==> config.mk <==
export PLATFORM = sky130hd
export DESIGN_NAME = ram_cmd_arbiter
export DESIGN_NICKNAME = d
export VERILOG_FILES = /design/src/rtl/ram_cmd_arbiter.sv
export SDC_FILE = /design/constraint.sdc
export NUM_CORES = 1
export LEC_CHECK = 0
export ABC_AREA = 1
export CORE_MARGIN = 1.5
export CORE_UTILIZATION = 25
export DETAILED_ROUTE_END_ITERATION = 10
export DONT_BUFFER_PORTS = 1
export RECOVER_POWER = 50
export SLEW_MARGIN = 40
export SYNTH_ARGS = -nofsm -noshare
export SYNTH_HDL_FRONTEND = slang
export SYNTH_SLANG_ARGS = --single-unit
export TNS_END_PERCENT = 5
==> constraint.sdc <==
create_clock -name clk -period 4.1 [get_ports clk]
set_input_delay 0.41 -clock clk [delete_from_list [all_inputs] [get_ports clk]]
set_output_delay 0.41 -clock clk [all_outputs]
set_load 0.03 [all_outputs]
==> src/rtl/ram_cmd_arbiter.sv <==
// ----------------------------------------------------------------------------
// ram_cmd_arbiter
//
// Two-port transaction arbiter in front of a command-driven RAM. Each port
// raises req with an operation (we, addr, wdata) and holds it until gnt.
// The winning transaction becomes a short burst of RAM command words
// ({opcode[1:0], payload}) on ram_din qualified by ram_rx_valid:
//   write : 00 addr, 01 wdata                      -> done 3 cycles after gnt
//   read  : 10 addr, 11 0, then wait for ram_tx_valid -> done 4+ cycles after gnt
// A read that sees no ram_tx_valid within TIMEOUT wait cycles completes with
// err=1 and rdata=0.
//
// Ports
//   clk, rst             : clock, asynchronous active-high reset
//   req_x/we_x/addr_x/wdata_x : per-port request and operation (x = a, b)
//   gnt_x                : combinational accept strobe (IDLE only)
//   done_x               : registered one-cycle completion pulse
//   rdata, err           : read result / read-timeout flag for the done pulse
//   busy                 : a transaction is in progress
//   ram_din, ram_rx_valid: command word and strobe towards the RAM
//   ram_tx_valid, ram_dout : read-data return from the RAM
//
// Build option
//   RAM_ARB_RR_EN : round-robin between simultaneous requests. When left
//                   undefined, port A has fixed priority.
// ----------------------------------------------------------------------------
module ram_cmd_arbiter #(
    parameter int ADDR_SIZE = 8,
    parameter int TIMEOUT   = 4
) (
    input  logic                 clk,
    input  logic                 rst,
    input  logic                 req_a,
    input  logic                 req_b,
    input  logic                 we_a,
    input  logic                 we_b,
    input  logic [ADDR_SIZE-1:0] addr_a,
    input  logic [ADDR_SIZE-1:0] addr_b,
    input  logic [ADDR_SIZE-1:0] wdata_a,
    input  logic [ADDR_SIZE-1:0] wdata_b,
    output logic                 gnt_a,
    output logic                 gnt_b,
    output logic                 done_a,
    output logic                 done_b,
    output logic [ADDR_SIZE-1:0] rdata,
    output logic                 err,
    output logic                 busy,
    output logic [ADDR_SIZE+1:0] ram_din,
    output logic                 ram_rx_valid,
    input  logic                 ram_tx_valid,
    input  logic [ADDR_SIZE-1:0] ram_dout
);

    localparam logic [2:0] IDLE  = 3'd0;
    localparam logic [2:0] WADDR = 3'd1;
    localparam logic [2:0] WDATA = 3'd2;
    localparam logic [2:0] RADDR = 3'd3;
    localparam logic [2:0] RDATA = 3'd4;
    localparam logic [2:0] RWAIT = 3'd5;

    localparam int               CNT_W    = $clog2(TIMEOUT + 1);
    localparam logic [CNT_W-1:0] CNT_LAST = CNT_W'(TIMEOUT - 1);

    logic [2:0]           state;
    logic [2:0]           state_nxt;
    logic                 owner_b;
    logic [ADDR_SIZE-1:0] op_addr;
    logic [ADDR_SIZE-1:0] op_wdata;
    logic [CNT_W-1:0]     wait_cnt;
    logic                 grant_ok;
    logic                 pick_b;
    logic                 rw_hit;
    logic                 rw_tout;
    logic                 finish;

    // Grants are only offered in IDLE, and are suppressed while reset is
    // held so that every output reads 0 during reset.
    assign grant_ok = (state == IDLE) && !rst;

`ifdef RAM_ARB_RR_EN
    // last_b remembers which port won the previous grant; on a tie the
    // other port wins. It resets to B so that A wins the first tie.
    logic last_b;

    always_ff @(posedge clk or posedge rst) begin
        if (rst) begin
            last_b <= 1'b1;
        end else if (gnt_a || gnt_b) begin
            last_b <= gnt_b;
        end
    end

    assign pick_b = req_b && (!req_a || !last_b);
`else
    assign pick_b = req_b && !req_a;
`endif

    assign gnt_a = grant_ok && req_a && !pick_b;
    assign gnt_b = grant_ok && pick_b;
    assign busy  = (state != IDLE);

    // A read leaves RWAIT either on returned data or once the wait counter
    // has seen TIMEOUT empty cycles; data in the final cycle still counts.
    assign rw_hit  = (state == RWAIT) && ram_tx_valid;
    assign rw_tout = (state == RWAIT) && !ram_tx_valid && (wait_cnt == CNT_LAST);
    assign finish  = (state == WDATA) || rw_hit || rw_tout;

    // Next-state and RAM command word. IDLE and RWAIT drive an all-zero
    // word so the RAM never sees a stray opcode 11 between commands.
    always_comb begin
        state_nxt    = state;
        ram_din      = '0;
        ram_rx_valid = 1'b0;
        case (state)
            IDLE: begin
                if (gnt_a) begin
                    state_nxt = we_a ? WADDR : RADDR;
                end else if (gnt_b) begin
                    state_nxt = we_b ? WADDR : RADDR;
                end
            end
            WADDR: begin
                ram_din      = {2'b00, op_addr};
                ram_rx_valid = 1'b1;
                state_nxt    = WDATA;
            end
            WDATA: begin
                ram_din      = {2'b01, op_wdata};
                ram_rx_valid = 1'b1;
                state_nxt    = IDLE;
            end
            RADDR: begin
                ram_din      = {2'b10, op_addr};
                ram_rx_valid = 1'b1;
                state_nxt    = RDATA;
            end
            RDATA: begin
                ram_din      = {2'b11, {ADDR_SIZE{1'b0}}};
                ram_rx_valid = 1'b1;
                state_nxt    = RWAIT;
            end
            RWAIT: begin
                if (rw_hit || rw_tout) begin
                    state_nxt = IDLE;
                end
            end
            default: state_nxt = IDLE;
        endcase
    end

    // State, latched operation and completion outputs. The operation is
    // latched only on a grant, so a grant in the same cycle as a done pulse
    // leaves that pulse, err and rdata untouched.
    always_ff @(posedge clk or posedge rst) begin
        if (rst) begin
            state    <= IDLE;
            owner_b  <= 1'b0;
            op_addr  <= '0;
            op_wdata <= '0;
            wait_cnt <= '0;
            done_a   <= 1'b0;
            done_b   <= 1'b0;
            err      <= 1'b0;
            rdata    <= '0;
        end else begin
            state <= state_nxt;
            if (gnt_a) begin
                owner_b  <= 1'b0;
                op_addr  <= addr_a;
                op_wdata <= wdata_a;
            end else if (gnt_b) begin
                owner_b  <= 1'b1;
                op_addr  <= addr_b;
                op_wdata <= wdata_b;
            end
            if ((state == RWAIT) && !rw_hit && !rw_tout) begin
                wait_cnt <= wait_cnt + 1'b1;
            end else begin
                wait_cnt <= '0;
            end
            done_a <= finish && !owner_b;
            done_b <= finish && owner_b;
            err    <= rw_tout;
            if (rw_hit) begin
                rdata <= ram_dout;
            end else if (rw_tout) begin
                rdata <= '0;
            end
        end
    end

endmodule
-- Word-level counts from Yosys, hierarchy flattened
Cells that the tools add are included.
- register bits after elaboration: 34
- bits of input ports: 47
- output and inout port bits: 25
- logic and storage cells: 63
- $add $sub $neg: 1
- eq/ne operators: 8
- mux-type cells: 17
- reductions and logical operators: 28
- operators with widths (operator ; count):
    $mux W8 ; 6
    $pmux W10 S4 ; 1
    $pmux W3 S5 ; 1
    $logic_and A1 B1 Y1 ; 12
    $mux W3 ; 4
    $eq A3 B2 Y1 const B ; 3
    $logic_not A1 Y1 ; 7
    $eq A3 B3 Y1 const B ; 2
    $mux W2 ; 2
    $reduce_bool A2 Y1 ; 2
    $reduce_or A4 Y1 ; 1
    $add A3 B1 Y3 const B ; 1
    $eq A3 B1 Y1 const B ; 1
    $logic_not A3 Y1 ; 1
    $logic_or A1 B1 Y1 ; 3
    $mux W1 ; 3
    $ne A3 B3 Y1 const B ; 1
    $reduce_bool A3 Y1 ; 1
    $ne A2 B1 Y1 const B ; 1
    $reduce_and A2 Y1 ; 1

-- Logic depth before layout (Yosys ltp)
- depth in word-level cells: 6
- mapped depth: 7
- depth with buffers taken out: 7

-- Worst setup path before layout
Ideal clock, no wire load.
- path kind: input to output
- start point: in rst
- end point: out gnt_b
- arrival time: 2.208 ns
- data required time: 3.690 ns
- setup slack: 1.482 ns
- stages: 5
- path buffers: 2
- path through: inv_1 > nand4_2 > buf_6 > buf_6 > nor2_1
- longest elaborated chain between the ends: 3
- ends and longest elaborated chain (element ; RTL line ; text):
    start: declaration ; 32 ; input logic rst,
    $logic_not A1 Y1 (no source line) ; - ;
    $logic_and A1 B1 Y1 ; 78 ; assign grant_ok = (state == IDLE) && !rst;
    $logic_and A1 B1 Y1 ; 99 ; assign gnt_b = grant_ok && pick_b;
    end: declaration ; 42 ; output logic gnt_b,
No other way between the ends.

-- Worst setup path after layout
Ends and elaborated chain as after synthesis.

==> flow_summary.json <==
{
  "worst-setup-path-type": "input pin to output port",
  "clkSinkCount": 34,
  "io_pins": 72,
  "finalWeightedCongestion": 0.7458,
  "fin_crit_ns": 2.618,
  "synth_enable_flop_cells": 0,
  "rsz0062_at_grt": "false",
  "post_synth_mux_area_share": 0,
  "timing.critical_path.fanout_max": 20,
  "cts-root-to-sink-buffers": 2,
  "register_to_register_path_setup_slack_ns": 1.95,
  "routedWlPerCell_um": 13.42,
  "core_area_mm2": 0.006907,
  "design_power_total_uw": 1591,
  "drtIter0Drc": 62,
  "synth_top_cell_by_area": "sky130_fd_sc_hd__dfrtp_1",
  "worst_slew_pin_slew_ns": 1.773,
  "netlist_top_cells_count": "65 x sky130_fd_sc_hd__nand2_1, 34 x sky130_fd_sc_hd__dfrtp_1, 32 x sky130_fd_sc_hd__inv_1, 30 x sky130_fd_sc_hd__nand3_1, 24 x sky130_fd_sc_hd__nor2_1",
  "critical_path_required_ns": 3.69,
  "finalSetupViolCount": 0,
  "crit_path_start_kind": "input pin",
  "max_cap_viol_count": 1,
  "detail_route.wirelength_um": 4482,
  "path_cells": "dlygate4sd3_1, inv_1, nand4_2, nor2_1, buf_4",
  "maximum_vdd_drop_uv": 240.7,
  "synth-compound-area-share": 0.07862,
  "most_used_flip_flop_cell_after_synthesis": "sky130_fd_sc_hd__dfrtp_1",
  "placed_area_mm2": 0.001871,
  "slew_viol_final": 33,
  "netlist_instances": 238,
  "pwr_density_cell_mw_per_mm2": 791.0,
  "drive_gt1_frac": 0.07563,
  "fp.dieH_um": 88.19,
  "tritoncts_clock_tree": "yes",
  "n_diodes": 0,
  "finalCritPeriodShare": 0.6386,
  "dp_hpwl_um": 3259,
  "synth_xor_xnor_area_share": 0,
  "rows": 30,
  "yosys.area_share.simple": 0.3248,
  "grt_pass1_vias": 1402,
  "routed-wl-met3_um": 305,
  "power.static_leakage_uw": 0.001045,
  "cts_resized": 0,
  "violations": "max-capacitance violations, max-slew violations",
  "timing_hold_violations_final": 0,
  "initial_core_util": 0.2627,
  "num-nets-final": 286,
  "fp.dieW_um": 88.19,
  "holdCritPathClass": "input pin to register",
  "postRouteAntennaNets": 0,
  "dominant_cell_by_count_in_the_synthesized_netlist": "sky130_fd_sc_hd__nand2_1",
  "clk_transition_reported_paths_ns": 0.08,
  "placed_cells_incl_taps": 325,
  "synth.ff_latch_count": 34,
  "timing.slew.headroom": -0.1817,
  "vias": 1491,
  "max_freq_mhz": 382.0,
  "synth_async_sr_flop_share": 1.000,
  "synth_area_mm2": 0.001814,
  "detail_route.drc_violations": 0,
  "grt-ovfl-total": 0,
  "clk-insertion-delay-late_ns": 0.29,
  "synthTopCellsByArea": "sky130_fd_sc_hd__dfrtp_1 47%, sky130_fd_sc_hd__nand2_1 13%, sky130_fd_sc_hd__nand3_1 8.3%, sky130_fd_sc_hd__inv_1 6.6%, sky130_fd_sc_hd__nor2_1 5.0%",
  "post_synth_num_cell_types": 21,
  "synth_top_family_by_area": "simple AND/OR/NAND/NOR gates",
  "area_growth_syn_to_layout_pct": 10.90,
  "die_area_mm2": 0.007777,
  "timing.critical_path.slowest_cell_delay_ns": 0.56,
  "grt_antenna_before_repair": 0,
  "wl_met2_um": 1976,
  "synth_largest_type_area_fraction": 0.4690,
  "worst-endpoint-arrival_ns": 2.21,
  "cp-end-kind": "output port",
  "drt_pre_antenna_iters": 5,
  "synth_adder_area_share": 0.01379,
  "syn_nets": 287,
  "route.layer.met1.wl_um": 2137,
  "via_per_inst": 4.464,
  "grt_start_max_net_pins": 54,
  "yosys_warning_total": 0,
  "clock_root_buffer": "sky130_fd_sc_hd__clkbuf_8",
  "post_layout_nonfiller_instances": 334,
  "status": "finished, violations left",
  "synth_seq_area_share": 0.4690,
  "avgSynthCellArea_um2": 7.623,
  "final_design_area_no_fill_mm2": 0.002012,
  "grt_pass1_wl_um": 6913,
  "port_buffers": 0,
  "topRoutingLayerUsed": "met4",
  "cts_post_setup_buffers_inserted": 0,
  "crit_slowest_cell": "sky130_fd_sc_hd__nand4_2",
  "skew_ns": 0.006342,
  "ctsHtreeMaxLevel": 2,
  "grt.total_usage": 0.1181,
  "final.setup.tns_ns": 0,
  "cts_inserted_buffers": 5
}
cell usage in the layout, fill, tap and decap left out:
| cell type | instances |
|---|---|
| sky130_fd_sc_hd__nand2_1 | 65 |
| sky130_fd_sc_hd__dfrtp_1 | 34 |
| sky130_fd_sc_hd__inv_1 | 32 |
| sky130_fd_sc_hd__nand3_1 | 30 |
| sky130_fd_sc_hd__nor2_1 | 25 |
| sky130_fd_sc_hd__o21ai_1 | 23 |
| sky130_fd_sc_hd__clkbuf_8 | 5 |
| sky130_fd_sc_hd__nor2_4 | 3 |
| sky130_fd_sc_hd__a21oi_1 | 3 |
| sky130_fd_sc_hd__inv_2 | 2 |
| sky130_fd_sc_hd__ha_1 | 2 |
| sky130_fd_sc_hd__bufinv_16 | 2 |
| sky130_fd_sc_hd__nand4_4 | 1 |
| sky130_fd_sc_hd__nand4_2 | 1 |
| sky130_fd_sc_hd__nand2_4 | 1 |
| sky130_fd_sc_hd__nor2_2 | 1 |
| sky130_fd_sc_hd__nand3b_1 | 1 |
| sky130_fd_sc_hd__nand4_1 | 1 |
| sky130_fd_sc_hd__o21bai_1 | 1 |
| sky130_fd_sc_hd__o21ai_0 | 1 |
| sky130_fd_sc_hd__clkinv_4 | 1 |
| sky130_fd_sc_hd__dlygate4sd3_1 | 1 |
| sky130_fd_sc_hd__buf_4 | 1 |
| sky130_fd_sc_hd__clkbuf_1 | 1 |
flip-flops by register name, summed over array words and instances (netlist names):
register,count
done_a,1
done_b,1
err,1
op_addr,8
op_wdata,8
owner_b,1
rdata,8
state,3
wait_cnt,3
cells by family (layout without fill, tap and decap cells):
family,Yosys count,in the layout
AO/OA/AOI/OAI,28,28
adder cells (fa/ha/maj),2,2
buffers and inverters,45,45
flip-flops,34,34
AND/OR/NAND/NOR,129,129
final timing paths:
check,startpoint,endpoint,cells past startpoint
setup / recovery,rst,gnt_b,5
hold / removal,ram_dout[2],rdata[2],2
setup reg to reg,state[0],op_addr[5],5
hold reg to reg,owner_b,done_a,1
max in group asynchronous,rst,op_addr[6],3
min in group asynchronous,rst,state[0],2
what timing repair did:
item	4_1_cts	5_1_grt
hold endpoints to repair	2	0
hold buffers	1	0
endpoints found under the setup margin	0	0
critical path, delay by kind of cell:
kind / cells / cell delay (ns)
buffers and inverters: 3 / 0.95
AND/OR/NAND/NOR: 2 / 0.85
area by class of cell:
class                           count  area (um2)
Timing Repair Buffer                3       21.27
Sequential cell                    34       850.8
Fill cell                         779        4895
Inverter                           34       127.6
Clock buffer                        5       68.82
Multi-Input combinational cell    159       754.5
Tap cell                           96       120.1
Clock inverter                      3       68.82
through the flow:
| step | worst slack, ns | utilization | hold slack [ns] |
|---|---|---|---|
| 3_3_place_gp | 1.750 | 0.2708 | 0.2323 |
| 5_1_grt | 1.196 | 0.2913 | 0.2283 |
| 2_1_floorplan | 1.482 | - | 0.3995 |
| 6_report | 1.482 | 0.2913 | 0.2391 |
| 3_5_place_dp | 1.886 | 0.2708 | 0.2379 |
| 4_1_cts | 1.441 | 0.2922 | 0.2303 |
where the power goes:
part	internal [uW]	switching [uW]	total [uW]
logic	149	407	556
clock network	244	132	376
registers	471	188	660
total	864	727	1590
routing by layer:
metal  vias to the layer above  GRT usage
li1                        739          -
met1                       679     0.1589
met2                        64     0.1832
met3                         9    0.03299
met4                         0    0.03835
met5                         -          0
Note: power is estimated with default switching activity, not from simulation.
